===== src/rtl/block_mem_arbiter_if.sv =====
// Cache-side and memory-side signals of the block memory arbiter.
// master is the arbiter's view; slave is the caches/memory view.
interface block_mem_arbiter_if #(
  parameter int ADDR_W  = 32,
  parameter int BLOCK_W = 256
);
  logic               i_req;
  logic [ADDR_W-1:0]  i_addr;
  logic               i_done;
  logic               d_req;
  logic               d_we;
  logic [ADDR_W-1:0]  d_addr;
  logic [BLOCK_W-1:0] d_wdata;
  logic               d_done;
  logic [BLOCK_W-1:0] rd_data;
  logic               mem_req;
  logic               mem_we;
  logic [ADDR_W-1:0]  mem_addr;
  logic [BLOCK_W-1:0] mem_wdata;
  logic               mem_ack;
  logic [BLOCK_W-1:0] mem_rdata;

  modport master (
    input  i_req, i_addr, d_req, d_we, d_addr, d_wdata, mem_ack, mem_rdata,
    output i_done, d_done, rd_data, mem_req, mem_we, mem_addr, mem_wdata
  );
  modport slave (
    output i_req, i_addr, d_req, d_we, d_addr, d_wdata, mem_ack, mem_rdata,
    input  i_done, d_done, rd_data, mem_req, mem_we, mem_addr, mem_wdata
  );
endinterface


===== src/rtl/block_mem_arbiter.sv =====
// Round-robin arbiter of the I/D cache refill port onto one block memory port.
// Optional grant/stall counters are enabled with BLOCK_MEM_ARB_PERF_EN.
module block_mem_arbiter #(
  parameter int ADDR_W   = 32,
  parameter int BLOCK_W  = 256,
  parameter int OFFSET_W = 5
) (
  input  logic clk,
  input  logic rst_n,
  block_mem_arbiter_if.master bus
`ifdef BLOCK_MEM_ARB_PERF_EN
  ,
  output logic [31:0] i_grant_cnt,
  output logic [31:0] d_grant_cnt,
  output logic [31:0] stall_cnt
`endif
);
  typedef enum logic [1:0] {IDLE, BUSY, DONE} state_t;

  localparam logic [ADDR_W-1:0] AMASK = {{(ADDR_W-OFFSET_W){1'b1}}, {OFFSET_W{1'b0}}};

  state_t            state;
  logic              owner_d;  // 1: D side owns the current transfer
  logic              last_d;   // owner of the last completed transfer
  logic              grant_d;
  logic [ADDR_W-1:0] gaddr;

  // D wins only when alone or when I was served last.
  always_comb begin
    grant_d = bus.d_req && (!bus.i_req || !last_d);
    gaddr   = grant_d ? bus.d_addr : bus.i_addr;
  end

  always_ff @(posedge clk or negedge rst_n) begin
    if (!rst_n) begin
      state         <= IDLE;
      owner_d       <= 1'b0;
      last_d        <= 1'b1;
      bus.mem_req   <= 1'b0;
      bus.mem_we    <= 1'b0;
      bus.mem_addr  <= '0;
      bus.mem_wdata <= '0;
      bus.rd_data   <= '0;
      bus.i_done    <= 1'b0;
      bus.d_done    <= 1'b0;
    end else begin
      case (state)
        IDLE: if (bus.i_req || bus.d_req) begin
          owner_d       <= grant_d;
          bus.mem_req   <= 1'b1;
          bus.mem_we    <= grant_d & bus.d_we;
          bus.mem_addr  <= gaddr & AMASK;
          bus.mem_wdata <= grant_d ? bus.d_wdata : '0;
          state         <= BUSY;
        end
        BUSY: if (bus.mem_ack) begin
          if (!bus.mem_we) bus.rd_data <= bus.mem_rdata;
          bus.mem_req <= 1'b0;
          bus.mem_we  <= 1'b0;
          last_d      <= owner_d;
          bus.i_done  <= !owner_d;
          bus.d_done  <= owner_d;
          state       <= DONE;
        end
        DONE: begin
          bus.i_done <= 1'b0;
          bus.d_done <= 1'b0;
          state      <= IDLE;
        end
        default: state <= IDLE;
      endcase
    end
  end

`ifdef BLOCK_MEM_ARB_PERF_EN
  logic i_wait, d_wait;

  // A side being granted this cycle counts as owned, not waiting.
  always_comb begin
    i_wait = bus.i_req && ((state == IDLE) ? grant_d  : owner_d);
    d_wait = bus.d_req && ((state == IDLE) ? !grant_d : !owner_d);
  end

  always_ff @(posedge clk or negedge rst_n) begin
    if (!rst_n) begin
      i_grant_cnt <= '0;
      d_grant_cnt <= '0;
      stall_cnt   <= '0;
    end else begin
      if (state == IDLE && (bus.i_req || bus.d_req)) begin
        if (grant_d) d_grant_cnt <= d_grant_cnt + 32'd1;
        else         i_grant_cnt <= i_grant_cnt + 32'd1;
      end
      stall_cnt <= stall_cnt + 32'(i_wait) + 32'(d_wait);
    end
  end
`endif
endmodule


===== src/flat_wrapper.sv =====
// flat-port wrapper written by rule: the top's interface ports become plain ports
module block_mem_arbiter_flat 
#(
  parameter int ADDR_W   = 32,
  parameter int BLOCK_W  = 256,
  parameter int OFFSET_W = 5
)
  (clk, rst_n, bus_i_req, bus_i_addr, bus_d_req, bus_d_we, bus_d_addr, bus_d_wdata, bus_mem_ack, bus_mem_rdata, bus_i_done, bus_d_done, bus_rd_data, bus_mem_req, bus_mem_we, bus_mem_addr, bus_mem_wdata);
  block_mem_arbiter_if #(.ADDR_W(ADDR_W), .BLOCK_W(BLOCK_W)) bus_i ();
  input  logic clk;
  input  logic rst_n;
  input wire logic [$bits(bus_i.i_req)-1:0] bus_i_req;
  input wire logic [$bits(bus_i.i_addr)-1:0] bus_i_addr;
  input wire logic [$bits(bus_i.d_req)-1:0] bus_d_req;
  input wire logic [$bits(bus_i.d_we)-1:0] bus_d_we;
  input wire logic [$bits(bus_i.d_addr)-1:0] bus_d_addr;
  input wire logic [$bits(bus_i.d_wdata)-1:0] bus_d_wdata;
  input wire logic [$bits(bus_i.mem_ack)-1:0] bus_mem_ack;
  input wire logic [$bits(bus_i.mem_rdata)-1:0] bus_mem_rdata;
  output wire logic [$bits(bus_i.i_done)-1:0] bus_i_done;
  output wire logic [$bits(bus_i.d_done)-1:0] bus_d_done;
  output wire logic [$bits(bus_i.rd_data)-1:0] bus_rd_data;
  output wire logic [$bits(bus_i.mem_req)-1:0] bus_mem_req;
  output wire logic [$bits(bus_i.mem_we)-1:0] bus_mem_we;
  output wire logic [$bits(bus_i.mem_addr)-1:0] bus_mem_addr;
  output wire logic [$bits(bus_i.mem_wdata)-1:0] bus_mem_wdata;
  assign bus_i.i_req = bus_i_req;
  assign bus_i.i_addr = bus_i_addr;
  assign bus_i.d_req = bus_d_req;
  assign bus_i.d_we = bus_d_we;
  assign bus_i.d_addr = bus_d_addr;
  assign bus_i.d_wdata = bus_d_wdata;
  assign bus_i.mem_ack = bus_mem_ack;
  assign bus_i.mem_rdata = bus_mem_rdata;
  assign bus_i_done = bus_i.i_done;
  assign bus_d_done = bus_i.d_done;
  assign bus_rd_data = bus_i.rd_data;
  assign bus_mem_req = bus_i.mem_req;
  assign bus_mem_we = bus_i.mem_we;
  assign bus_mem_addr = bus_i.mem_addr;
  assign bus_mem_wdata = bus_i.mem_wdata;
  block_mem_arbiter #(.ADDR_W(ADDR_W), .BLOCK_W(BLOCK_W), .OFFSET_W(OFFSET_W)) u_core (.clk(clk), .rst_n(rst_n), .bus(bus_i));
endmodule

===== config.mk =====
export PLATFORM = sky130hd
export DESIGN_NAME = block_mem_arbiter_flat
export DESIGN_NICKNAME = d
export VERILOG_FILES = /design/src/rtl/block_mem_arbiter_if.sv /design/src/rtl/block_mem_arbiter.sv /design/src/flat_wrapper.sv
export SDC_FILE = /design/constraint.sdc
export NUM_CORES = 1
export LEC_CHECK = 0
export ABC_AREA = 1
export BUFFER_PORTS_ARGS = -buffer_cell sky130_fd_sc_hd__buf_2
export CAP_MARGIN = 25
export CORE_AREA = 2 2 444 446
export CTS_BUF_LIST = sky130_fd_sc_hd__clkbuf_4
export DETAILED_ROUTE_END_ITERATION = 7
export DIE_AREA = 0 0 446 448
export SLEW_MARGIN = 20
export SYNTH_ARGS = -nofsm -noshare
export SYNTH_HDL_FRONTEND = slang
export SYNTH_SLANG_ARGS = --single-unit

===== constraint.sdc =====
create_clock -name clk -period 3 [get_ports clk]
set_input_delay 0.6 -clock clk [delete_from_list [all_inputs] [get_ports clk]]
set_output_delay 0.6 -clock clk [all_outputs]
set_load 0.02 [all_outputs]

* Yosys cells after proc, flatten, opt, wreduce, memory -nomap -nowiden
Index checks and enable logic that the tools add are counted.
** Operators by class
- Muxes and demuxes :: 14
- Reductions and logical operators :: 15
- Equal/unequal tests :: 4
- Bitwise operators :: 2
** Operators with widths (count)
- $mux W256 :: 1
- $mux W32 :: 1
- $pmux W1 S2 :: 4
- $reduce_and A2 Y1 :: 4
- $reduce_and A3 Y1 :: 2
- $mux W1 :: 5
- $mux W2 :: 2
- $pmux W2 S2 :: 1
- $reduce_bool A2 Y1 :: 2
- $logic_not A1 Y1 :: 3
- $eq A2 B1 Y1 const B :: 1
- $eq A2 B2 Y1 const B :: 1
- $logic_not A2 Y1 :: 1
- $logic_or A1 B1 Y1 :: 2
- $ne A2 B1 Y1 const B :: 1
- $ne A2 B2 Y1 const B :: 1
- $and A1 B1 Y1 :: 1
- $logic_and A1 B1 Y1 :: 1
- $not A1 Y1 :: 1
** Storage, ports and cells
- Output and inout port bits :: 548
- Logic and storage cells :: 45
- Register bits after elaboration :: 547
- Input port bits :: 582

* Depth between registers and ports, before layout
- Depth in word-level cells :: 6
- Gate-level depth with buffers :: 7
- Depth with buffers taken out :: 5

* Worst setup path before layout
No wires, ideal clock.
- Kind :: in2reg
- From :: input bus_d_req
- To :: register u_core.bus.mem_addr[18]
- Data required time :: 2.882 ns
- Buffers on the path :: 3
- Cell stages on the path :: 7
- Setup time :: 0.118 ns
- Arrival :: 1.292 ns
- Setup slack :: 1.590 ns
- Path through :: buf_4 nand2_2 buf_2 buf_4 nand2_1 nand3_1 nand2_1
** On the way
- Longest elaborated chain between the ends :: 2
- Elaborated cells on any way between the ends :: 4
- Those cells by class :: 1 x mux; 3 x reduce/logical
** Ends and longest elaborated chain
- start, declared :: RTL line flat_wrapper.sv:14 : input wire logic [$bits(bus_i.d_req)-1:0] bus_d_req;
- $logic_and A1 B1 Y1 or $logic_or A1 B1 Y1 (tied branches) :: RTL line block_mem_arbiter.sv:30, block_mem_arbiter.sv:48
- $mux W32 or $reduce_and A2 Y1 (tied branches)
- end signal, assigned :: RTL line block_mem_arbiter.sv:52 : bus.mem_addr <= gaddr & AMASK;
- end, declared :: RTL line block_mem_arbiter_if.sv:25 : output i_done, d_done, rd_data, mem_req, mem_we, mem_addr, mem_wdata
Several ways; a longest one is shown, not always the timed one.
A chain may end at the register's enable or synchronous reset.

* Worst setup path after layout
- From :: register u_core.last_d
- To :: register u_core.bus.mem_addr[10]
** On the way
- Longest elaborated chain between the ends :: 4
** Ends and longest elaborated chain
- start, declared :: RTL line block_mem_arbiter.sv:24 : logic last_d;
- start signal, assigned :: RTL line block_mem_arbiter.sv:60 : last_d <= owner_d;
- $logic_not A1 Y1 :: RTL line block_mem_arbiter.sv:30 : grant_d = bus.d_req && (!bus.i_req || !last_d);
- $logic_or A1 B1 Y1 :: RTL line block_mem_arbiter.sv:30
- $logic_and A1 B1 Y1 :: RTL line block_mem_arbiter.sv:30
- $mux W32 :: RTL line block_mem_arbiter.sv:31 : gaddr = grant_d ? bus.d_addr : bus.i_addr;
No other way between the ends.

==> PnR_summary.wiki <==
{| class="wikitable"
! Metric !! Value
|-
| CP endpoint kind || flop
|-
| Core Rows || about 160
|-
| Leakage || ~21 nW
|-
| Fmax || between 300 and 400 MHz
|-
| Initial antenna violation count || 97
|-
| # IOs || approximately 1100
|-
| Count of buffers from port buffering || roughly 1100
|-
| Resized Gates After CTS || 0
|-
| Minimum period implied by the final worst setup slack || between 2 and 3 ns
|-
| Number of vias after detailed routing || around 27000
|-
| Length of the first detailed-routing pass in iterations || 6
|-
| Total detailed-routing wirelength || 164 mm
|-
| Pin count of the biggest net entering global routing || 162
|-
| Top cells by area, synth || sky130_fd_sc_hd__dfrtp_1, sky130_fd_sc_hd__nand2_1, sky130_fd_sc_hd__nand3_1
|-
| Critical path arrival || between 3 and 4 ns
|-
| Yosys warns || 0
|-
| Vias in the first global route || around 27000
|-
| Critical-path cell list || nand2_2, nand2_2, buf_4, nand2_1, dlygate4sd3_1, nand3_1, dlygate4sd3_1, nand2_1
|-
| Post-detailed-route count of antenna-violating nets || 0
|-
| Clock slew at reported path FFs || approximately 0.070 ns
|-
| Final cycle utilization of the critical path || a little over 90%
|-
| Initial standard-cell utilization of the core || between 10% and 20%
|-
| Slowest-stage cell, CP || sky130_fd_sc_hd__dlygate4sd3_1
|-
| Worst endpoint required time || just over 4 ns
|-
| Transition at the pin with the smallest max-transition slack || roughly 1.1 ns
|-
| Tightest slew margin relative to the limit || 27.0%
|-
| Setup tns final || 0 ns
|-
| Most used cells in the layout excluding fill and tap cells || sky130_fd_sc_hd__nand2_1, sky130_fd_sc_hd__buf_2, sky130_fd_sc_hd__dlygate4sd3_1
|-
| Max-slew violation count || 0
|-
| Die height || ~450 µm
|-
| Drc violations || 0
|-
| Die Area || around 200000 µm²
|-
| CTS sink cnt || 547
|-
| Synth-to-Final Area Change || 81.8%
|-
| # H-tree levels || 4
|-
| Max incr delay on CP || just over 0.6 ns
|-
| Placeable core region || about 190000 µm²
|-
| GRT Residual Overflow || 0
|-
| Share of layout cells above drive strength 1 || around a third
|-
| Class of the worst hold path || in -> reg
|-
| Global-route wire length before repair || approximately 220 mm
|-
| Cts bufs inserted || roughly 170
|-
| Gpl congestion || 0.896
|-
| Clock tree skew after final layout || ~0.091 ns
|-
| Maximum fanout along the worst path || 28
|-
| Master cell of the clock root buffer || sky130_fd_sc_hd__clkbuf_4
|-
| Chip width || 446 µm
|-
| TritonCTS clock tree || done
|-
| Leading area contributor after synthesis || sky130_fd_sc_hd__dfrtp_1
|-
| Synthesized area divided by synthesized cell count || roughly 8.8 µm²
|-
| Post-synthesis cell area || about 22000 µm²
|-
| Number of maximum-capacitance constraint violations || 0
|-
| Worst-skew pair later-pin latency || around 1.3 ns
|-
| Number of endpoints with negative hold slack in the final report || 0
|-
| Setup repair after global routing missed its margin || no
|-
| Violation count after the first detailed-routing iteration || between 2000 and 2500
|-
| Post-synthesis sequential area ratio || between 60% and 70%
|-
| Number of setup violations in the final report || 0
|-
| Routed length per placed instance || between 20 and 25 µm
|-
| Fin Hold WS || about 0.17 ns
|-
| Synth Instances || roughly 2500
|-
| Largest voltage drop on the vdd net || 526 µV
|-
| Number of flip-flops and latches in the synthesized netlist || 547
|-
| PD cells || 1050 nW/µm²
|-
| Final HPWL from detailed placement || 125 mm
|-
| Area share of the leading cell type in the synthesized netlist || approximately 62%
|-
| Run status || complete, no violations
|-
| Final net count || roughly 5000
|-
| Per-cell via count in the routed design || 3.78
|-
| Category of the most critical setup path || reg -> reg
|-
| Placed cell areas || 30600 µm²
|-
| Commonest non-fill, non-tap cell in the layout || sky130_fd_sc_hd__nand2_1
|-
| Worst Setup Start Kind || flop
|-
| GRT Resource Usage Total || between 15 and 20%
|-
| Number of different library cells in the post-synthesis netlist || 18
|-
| Final design area excluding fillers || around 40000 µm²
|-
| Max Buffers Root-to-Sink || 3
|}
-- metal layers --
| layer | GRT usage (%) | vias to the layer above | wire [µm] |
|---|---|---|---|
| li1 | - | 11900 | - |
| met1 | 15.9 | 12900 | 55900 |
| met2 | 24.6 | 1595 | 74100 |
| met3 | 9.19 | 478 | 22200 |
| met4 | 10.1 | 4 | 11400 |
| met5 | 0 | - | 24 |
-- logic make-up after synthesis --
logic type             share of synthesized area (%)
AO/OA/AOI/OAI                                 0.0680
other                                         0.0170
AND/OR/NAND/NOR                                 32.2
flip-flops                                      62.0
buffers and inverters                           5.71
-- Yosys cell counts (all sizes together) --
cell type / count
nand2: 1124
nand3: 568
dfrtp: 546
buf: 179
inv: 60
clkbuf: 8
nor2: 6
o21ai: 3
and2: 1
conb: 1
dfstp: 1
-- state kept, by name (all words and copies together), names as in the netlist --
signal	flops
u_core.bus.mem_addr	27
u_core.state	2
u_core.bus.mem_req	1
u_core.bus.mem_wdata	256
u_core.bus.rd_data	256
u_core.bus.i_done	1
u_core.owner_d	1
u_core.last_d	1
u_core.bus.d_done	1
u_core.bus.mem_we	1
-- worst paths after layout --
kind                            cells past startpoint             startpoint  slack (ns)                         to
worst min register to register                      2  u_core.bus.rd_data[9]        0.46      u_core.bus.rd_data[9]
min in group asynchronous                           3                  rst_n        0.23   u_core.bus.mem_wdata[97]
worst max register to register                      8          u_core.last_d        0.28    u_core.bus.mem_addr[10]
worst min-delay path                                5              bus_d_req        0.17  u_core.bus.mem_wdata[214]
worst max-delay path                                8          u_core.last_d        0.28    u_core.bus.mem_addr[10]
max in group asynchronous                           3                  rst_n        2.22     u_core.bus.rd_data[85]
-- power by group --
group | switching, mW | total [mW] | leakage (nW) | internal [mW]
sequential | 2.14 | 13.1 | 6.98 | 11.0
combinational | 15.3 | 21.1 | 13.1 | 5.76
clock | 3.93 | 7.99 | 1.29 | 4.06
total | 21.4 | 42.2 | 21.4 | 20.8
-- worst max-delay path, delay by kind of cell (launching register included) --
| kind | cells | cell delay (ns) |
|---|---|---|
| buf+inv | 3 | 1.60 |
| simple gates | 5 | 0.44 |
| flops | 1 | 0.56 |
-- layout make-up --
type	count	area, µm²
fill	21400	154000
sequential	547	13700
timing repair buffer	1895	13600
multi-input combinational	1707	7180
tap	2542	3180
clock buffer	234	1760
clock inverter	57	413
inverter	60	233
antenna	48	120
-- through the flow --
stage / worst slack (ns) / utilization [%] / std cells / total power, mW
detailed placement: 0.769 / 15.7 / 6024 / 33.2
finish: 0.277 / 20.6 / 7090 / 42.2
floorplan: 1.59 / - / 2501 / 22.9
CTS: 0.0798 / 20.6 / 7041 / 42.5
global placement: 0.836 / 15.7 / 6024 / 33.0
global route: 0.190 / 20.6 / 7080 / 44.9
-- what timing repair did --
action | 4_1_cts | 5_1_grt
hold buffers | 726 | 0
endpoints found under the setup margin | 0 | 1
buffers inserted | 0 | 1
endpoints found under the hold margin | 1093 | 0
Power figures use the tool's default switching activity.
